==> config.mk <==
export PLATFORM = sky130hd
export DESIGN_NAME = pucch_ncs_hop
export DESIGN_NICKNAME = d
export VERILOG_FILES = /design/src/rtl/pucch_ncs_hop.sv
export SDC_FILE = /design/constraint.sdc
export NUM_CORES = 1
export LEC_CHECK = 0
export CORE_MARGIN = 2
export CORE_UTILIZATION = 42
export CTS_CLUSTER_SIZE = 20
export DETAILED_ROUTE_END_ITERATION = 10
export PLACE_DENSITY = 0.78
export REMOVE_ABC_BUFFERS = 1
export SETUP_SLACK_MARGIN = 0.02
export SKIP_CTS_REPAIR_TIMING = 1
export SYNTH_ARGS = -nofsm -noshare
export SYNTH_HDL_FRONTEND = slang
export SYNTH_SLANG_ARGS = --single-unit
==> constraint.sdc <==
create_clock -name clk -period 1.9 [get_ports clk]
set_input_delay 0.19 -clock clk [delete_from_list [all_inputs] [get_ports clk]]
set_output_delay 0.19 -clock clk [all_outputs]
set_load 0.02 [all_outputs]
==> src/rtl/pucch_ncs_hop.sv <==
// PUCCH cyclic-shift hopping engine: arms the c-sequence generator for one slot,
// packs 8 Gold-sequence bits per OFDM symbol into n_cs and hands each value
// downstream over a valid/ready handshake.
module pucch_ncs_hop #(
  parameter int nGenBit = 2,
  parameter int N_SYMB  = 14
) (
  input  logic               clk,
  input  logic               rst,
  input  logic               i_start,
  input  logic [9:0]         i_nid,
  input  logic [4:0]         i_slot,
  output logic               o_cs_start,
  output logic [30:0]        o_cs_init,
  output logic [15:0]        o_cs_threshold,
  output logic               o_cs_get,
  input  logic [nGenBit-1:0] i_cs_bit,
  input  logic               i_cs_valid,
  input  logic               i_cs_done,
  output logic [7:0]         o_ncs,
  output logic [3:0]         o_l,
  output logic               o_ncs_valid,
  input  logic               i_ncs_ready,
  output logic               o_busy,
  output logic               o_done,
  output logic               o_err
);

  localparam int unsigned WORDS = 8 / nGenBit;

  localparam logic [2:0] S_IDLE    = 3'd0;
  localparam logic [2:0] S_ARM     = 3'd1;
  localparam logic [2:0] S_WAIT    = 3'd2;
  localparam logic [2:0] S_COLLECT = 3'd3;
  localparam logic [2:0] S_HOLD    = 3'd4;
  localparam logic [2:0] S_FIN     = 3'd5;

  logic [2:0]  state_q, state_d;
  logic [7:0]  acc_q, acc_d;
  logic [3:0]  wcnt_q, wcnt_d;
  logic [3:0]  l_q, l_d;
  logic [7:0]  ncs_q, ncs_d;
  logic [3:0]  lout_q, lout_d;
  logic        ncs_valid_q, ncs_valid_d;
  logic        cs_start_q, cs_start_d;
  logic        busy_q, busy_d;
  logic        done_q, done_d;
  logic        err_q, err_d;
  logic [30:0] init_q, init_d;
  logic [15:0] thr_q, thr_d;

  logic [7:0]  acc_nxt;
  logic [3:0]  shamt;

  // Word bit k lands at accumulator position wcnt*nGenBit + k
  always_comb begin
    shamt   = wcnt_q * 4'(nGenBit);
    acc_nxt = acc_q | (8'(i_cs_bit) << shamt);
  end

  // Consume a generator word only while in COLLECT and the word is present
  assign o_cs_get = (state_q == S_COLLECT) & i_cs_valid;

  // State and datapath registers
  always_ff @(posedge clk or posedge rst) begin
    if (rst) begin
      state_q     <= S_IDLE;
      acc_q       <= '0;
      wcnt_q      <= '0;
      l_q         <= '0;
      ncs_q       <= '0;
      lout_q      <= '0;
      ncs_valid_q <= 1'b0;
      cs_start_q  <= 1'b0;
      busy_q      <= 1'b0;
      done_q      <= 1'b0;
      err_q       <= 1'b0;
      init_q      <= '0;
      thr_q       <= '0;
    end else begin
      state_q     <= state_d;
      acc_q       <= acc_d;
      wcnt_q      <= wcnt_d;
      l_q         <= l_d;
      ncs_q       <= ncs_d;
      lout_q      <= lout_d;
      ncs_valid_q <= ncs_valid_d;
      cs_start_q  <= cs_start_d;
      busy_q      <= busy_d;
      done_q      <= done_d;
      err_q       <= err_d;
      init_q      <= init_d;
      thr_q       <= thr_d;
    end
  end

  // Next-state and next-output logic
  always_comb begin
    state_d     = state_q;
    acc_d       = acc_q;
    wcnt_d      = wcnt_q;
    l_d         = l_q;
    ncs_d       = ncs_q;
    lout_d      = lout_q;
    ncs_valid_d = ncs_valid_q;
    err_d       = err_q;
    init_d      = init_q;
    thr_d       = thr_q;
    done_d      = 1'b0;

    case (state_q)
      S_IDLE: begin
        if (i_start) begin
          init_d  = {21'd0, i_nid};
          thr_d   = 16'(N_SYMB) * 16'(i_slot);
          err_d   = 1'b0;
          wcnt_d  = '0;
          l_d     = '0;
          acc_d   = '0;
          state_d = S_ARM;
        end
      end
      S_ARM: state_d = S_WAIT;
      S_WAIT: begin
        if (i_cs_done) begin
          err_d   = 1'b1;
          done_d  = 1'b1;
          state_d = S_IDLE;
        end else if (i_cs_valid) begin
          state_d = S_COLLECT;
        end
      end
      S_COLLECT: begin
        if (i_cs_done) begin
          // generator ran dry: the partial byte is dropped
          err_d   = 1'b1;
          done_d  = 1'b1;
          acc_d   = '0;
          wcnt_d  = '0;
          state_d = S_IDLE;
        end else if (i_cs_valid) begin
          if (wcnt_q == 4'(WORDS - 1)) begin
            ncs_d       = acc_nxt;
            lout_d      = l_q;
            ncs_valid_d = 1'b1;
            acc_d       = '0;
            wcnt_d      = '0;
            state_d     = S_HOLD;
          end else begin
            acc_d  = acc_nxt;
            wcnt_d = wcnt_q + 4'd1;
          end
        end
      end
      S_HOLD: begin
        if (ncs_valid_q && i_ncs_ready) begin
          ncs_valid_d = 1'b0;
          if (l_q == 4'(N_SYMB - 1)) begin
            state_d = S_FIN;
          end else begin
            l_d     = l_q + 4'd1;
            state_d = S_COLLECT;
          end
        end
      end
      S_FIN: begin
        done_d  = 1'b1;
        state_d = S_IDLE;
      end
      default: state_d = S_IDLE;
    endcase

    cs_start_d = (state_d == S_ARM);
    busy_d     = (state_d != S_IDLE);
  end

  assign o_cs_start     = cs_start_q;
  assign o_cs_init      = init_q;
  assign o_cs_threshold = thr_q;
  assign o_ncs          = ncs_q;
  assign o_l            = lout_q;
  assign o_ncs_valid    = ncs_valid_q;
  assign o_busy         = busy_q;
  assign o_done         = done_q;
  assign o_err          = err_q;

endmodule

==> impl_results.md <==
* Status: finished clean
* Via/cell ratio at 4.83
* Initial antenna violation count at 0
* Clock skew at about 0.007 ns
* Ant. Diodes at 0
* Max-Cap Viols at 0
* CP Data Required Time at ~2.1 ns
* Netlist Area Pre-Place at 0.00286 mm^2
* Post-placement cell area at 0.00358 mm^2
* HP Class: in -> async
* Vias in the first global route at 2137
* CP arrival at 2.03 ns
* Final setup vio count at 0
* Max-slew violations at 0
* Maximum clock path buffer count at 2
* Final Hold Slack at approximately 0.19 ns
* Buffers and inverters on the worst path at 1
* Die H at 86.5 um
* Hold Vio Cnt, Final at 0
* Clock slew at reported path FFs at 0.10 ns
* Wire per inst at 12.6 um
* # clock sinks at 54
* Placer Congestion at 0.876
* Drt pass-1 iters at 4
* TritonCTS clock tree: built
* Vias at 2202
* Mean Syn Cell Area at 9.59 um^2
* Core area at 0.00668 mm^2
* Rows at 30
* Layout cells sized above 1 at approximately 14%
* Fillers at 611
* Critical path peak fanout at 4
* Combinational fraction of design power at 43.6%
* P_int at 2.66 mW
* Main flop type after synthesis: dfrtp_1
* GRT Util Overall at between 15 and 20%
* Min cycle time layout at 1.82 ns
* Final wirelength at 5730 um
* FF-to-FF Start: l_q[1]$_DFFE_PP0P_
* Number of remaining DRC errors at 0
* Worst reg2reg endpoint: l_q[2]$_DFFE_PP0P_
* Number of H-tree levels at 2
* Post-DRT Antenna Nets at 0
* Skew-Pair Late Insertion Delay at slightly above 0.3 ns
* Total die area at around 0.0075 mm^2
* CTS root buf: clkbuf_8
* Final WS setup at approximately 0.075 ns
* First-pass GRT wire length at roughly 9400 um
* Die width at 86.5 um
* Num CTS Buffers at 5
* Maximum VDD drop at 560 uV
* Commonest non-fill, non-tap cell in the layout: nand2_1
* Final Util at 56.2%
* Non-Filler Instances at 456
* Setup slack at placement at -0.651 ns
* Largest net degree at the start of global routing at 36
* RSZ-0062 raised after global routing: no
* Synthesized flop and latch total at 54
* Ys async rst share at 100%
* Placed insts at between 400 and 500
* Number of DRC markers in iteration 0 at 109
* Initial Utilization at a little over two fifths
* Most frequent cells in the layout: 62 x nand2_1, 52 x dfrtp_1, 52 x clkdlybuf4s50_1
* P&R area growth vs syn at 31.5%
* Crit-path max cell delay at between 0.4 and 0.5 ns
* Switching fraction of total power at 37.1%
* CP top delay family: simple AND/OR/NAND/NOR gates
* Reg2reg path depth at 6
* CP endpoint kind: register
* Psw at about 1.6 mW
* Sequential power share at 38.0%
* Worst-margin pin slew at about 0.55 ns
* Nets at 413
* Achievable Freq at 0.548 GHz
* Library cells used by synthesis at 48
* Startpoint Class: register
* Pwr Density at 1130 mW/mm^2
* Clock power frac at 18.4%
* Mapped Cells at 298
* Slowest-stage cell, CP: dfrtp_1
* Final HPWL DP at 4250 um
* Design area at about 0.0038 mm^2
* Crit path cell chain: inv_2, ha_1, and3_1, or3b_1, mux2_4, a22o_1
* Port Buf Inserts at 58
* R2r setup slk at 0.08 ns
* Register area share after synthesis at 47.3%
* Critical path class: reg -> reg
* Period utilization at 96.0%
* Post-synth EDFFs at 0
* Grt total ovfl at 0
* I/O pin count at between 80 and 90
* Yosys warnings at 0
* Relative slew margins at 63.0%
* Lkg Pwr at 1.83 nW
## sequential cells by signal, summed over array words and instances (netlist names)
| register | cells |
|---|---|
| acc_q | 8 |
| l_q | 4 |
| o_busy | 1 |
| o_cs_init | 10 |
| o_cs_start | 1 |
| o_cs_threshold | 8 |
| o_done | 1 |
| o_err | 1 |
| o_l | 4 |
| o_ncs | 8 |
| o_ncs_valid | 1 |
| state_q | 3 |
| wcnt_q | 4 |
## logic make-up after synthesis
kind of cell / after synthesis / synth area share (%)
AND/OR/NAND/NOR: 113 / 17.7
AO/OA/AOI/OAI: 55 / 12.3
flip-flops: 54 / 47.3
buffers and inverters: 49 / 10.8
adder cells (fa/ha/maj): 15 / 7.88
multiplexers: 6 / 2.32
XOR/XNOR: 5 / 1.53
other: 1 / 0.131
## final cells by class
| cell class | count | area (um^2) | area share, % |
|---|---|---|---|
| clock buffer | 5 | 68.8 | 1.83 |
| clock inverter | 3 | 45.0 | 1.20 |
| inverter | 7 | 26.3 | 0.700 |
| multi-input combinational | 223 | 1340 | 35.7 |
| timing repair buffer | 84 | 820 | 21.8 |
| tap | 80 | 100 | 2.66 |
| sequential | 54 | 1350 | 36.0 |
## synth_stat cells, drive strengths merged (2+ instances only)
| master | instances | area (um^2) |
|---|---|---|
| nand2 | 62 | 233 |
| dfrtp | 54 | 1350 |
| buf | 35 | 257 |
| nor2 | 24 | 90.1 |
| o21ai | 18 | 90.1 |
| a21oi | 11 | 58.8 |
| ha | 10 | 125 |
| nor2b | 8 | 50.1 |
| clkbuf | 7 | 26.3 |
| inv | 6 | 22.5 |
| a22o | 5 | 45.0 |
| a31oi | 5 | 31.3 |
| fa | 5 | 100 |
| mux2 | 5 | 56.3 |
| a21o | 4 | 31.3 |
| nand3 | 3 | 15.0 |
| or3 | 3 | 21.3 |
| xnor2 | 3 | 26.3 |
| a211oi | 2 | 15.0 |
| a41oi | 2 | 17.5 |
| and3 | 2 | 12.5 |
| and4bb | 2 | 25.0 |
| nand2b | 2 | 12.5 |
| nor3 | 2 | 10.0 |
| or3b | 2 | 17.5 |
| xor2 | 2 | 17.5 |
## stage by stage
step	setup TNS [ns]	total power, mW
2_1_floorplan	-0.115	2.56
3_3_place_gp	-2.21	3.40
3_5_place_dp	-2.44	3.45
4_1_cts	-0.901	4.24
5_1_grt	0	4.51
6_report	0	4.23
## power groups by stage
stage	clock network, mW	logic [mW]	registers [mW]
CTS	0.798	1.83	1.61
global route	0.847	2.01	1.65
finish	0.779	1.84	1.61
global placement	0	1.79	1.62
detailed placement	0	1.82	1.62
floorplan	0	0.678	1.88
## layer usage
layer	vias to the layer above	track usage, %	wire [um]
met5	-	0	0
met3	8	3.81	307
met2	50	27.7	2860
met4	0	4.97	76
met1	1059	19.2	2490
li1	1085	-	-
## worst max-delay path by stage
stage | startpoint | endpoint | slack [ns] | cells after the start
final | l_q[1]$_DFFE_PP0P_ | l_q[2]$_DFFE_PP0P_ | 0.08 | 6
after CTS | i_slot[1] | o_cs_threshold[8]$_DFFE_PP0P_ | -0.33 | 7
after detailed placement | i_slot[1] | o_cs_threshold[8]$_DFFE_PP0P_ | -0.65 | 7
after floorplan | i_slot[0] | o_cs_threshold[7]$_DFFE_PP0P_ | -0.04 | 7
after global routing | l_q[1]$_DFFE_PP0P_ | l_q[2]$_DFFE_PP0P_ | 0.03 | 6
after global placement | i_slot[1] | o_cs_threshold[7]$_DFFE_PP0P_ | -0.60 | 8
## worst register-to-register path, stage by stage, from the launching register on
cell and delay (ns):
dfrtp_1 0.42, inv_2 0.07, ha_1 0.17, and3_1 0.20, or3b_1 0.39, mux2_4 0.30, a22o_1 0.17
(Power assumes the default switching activity.)
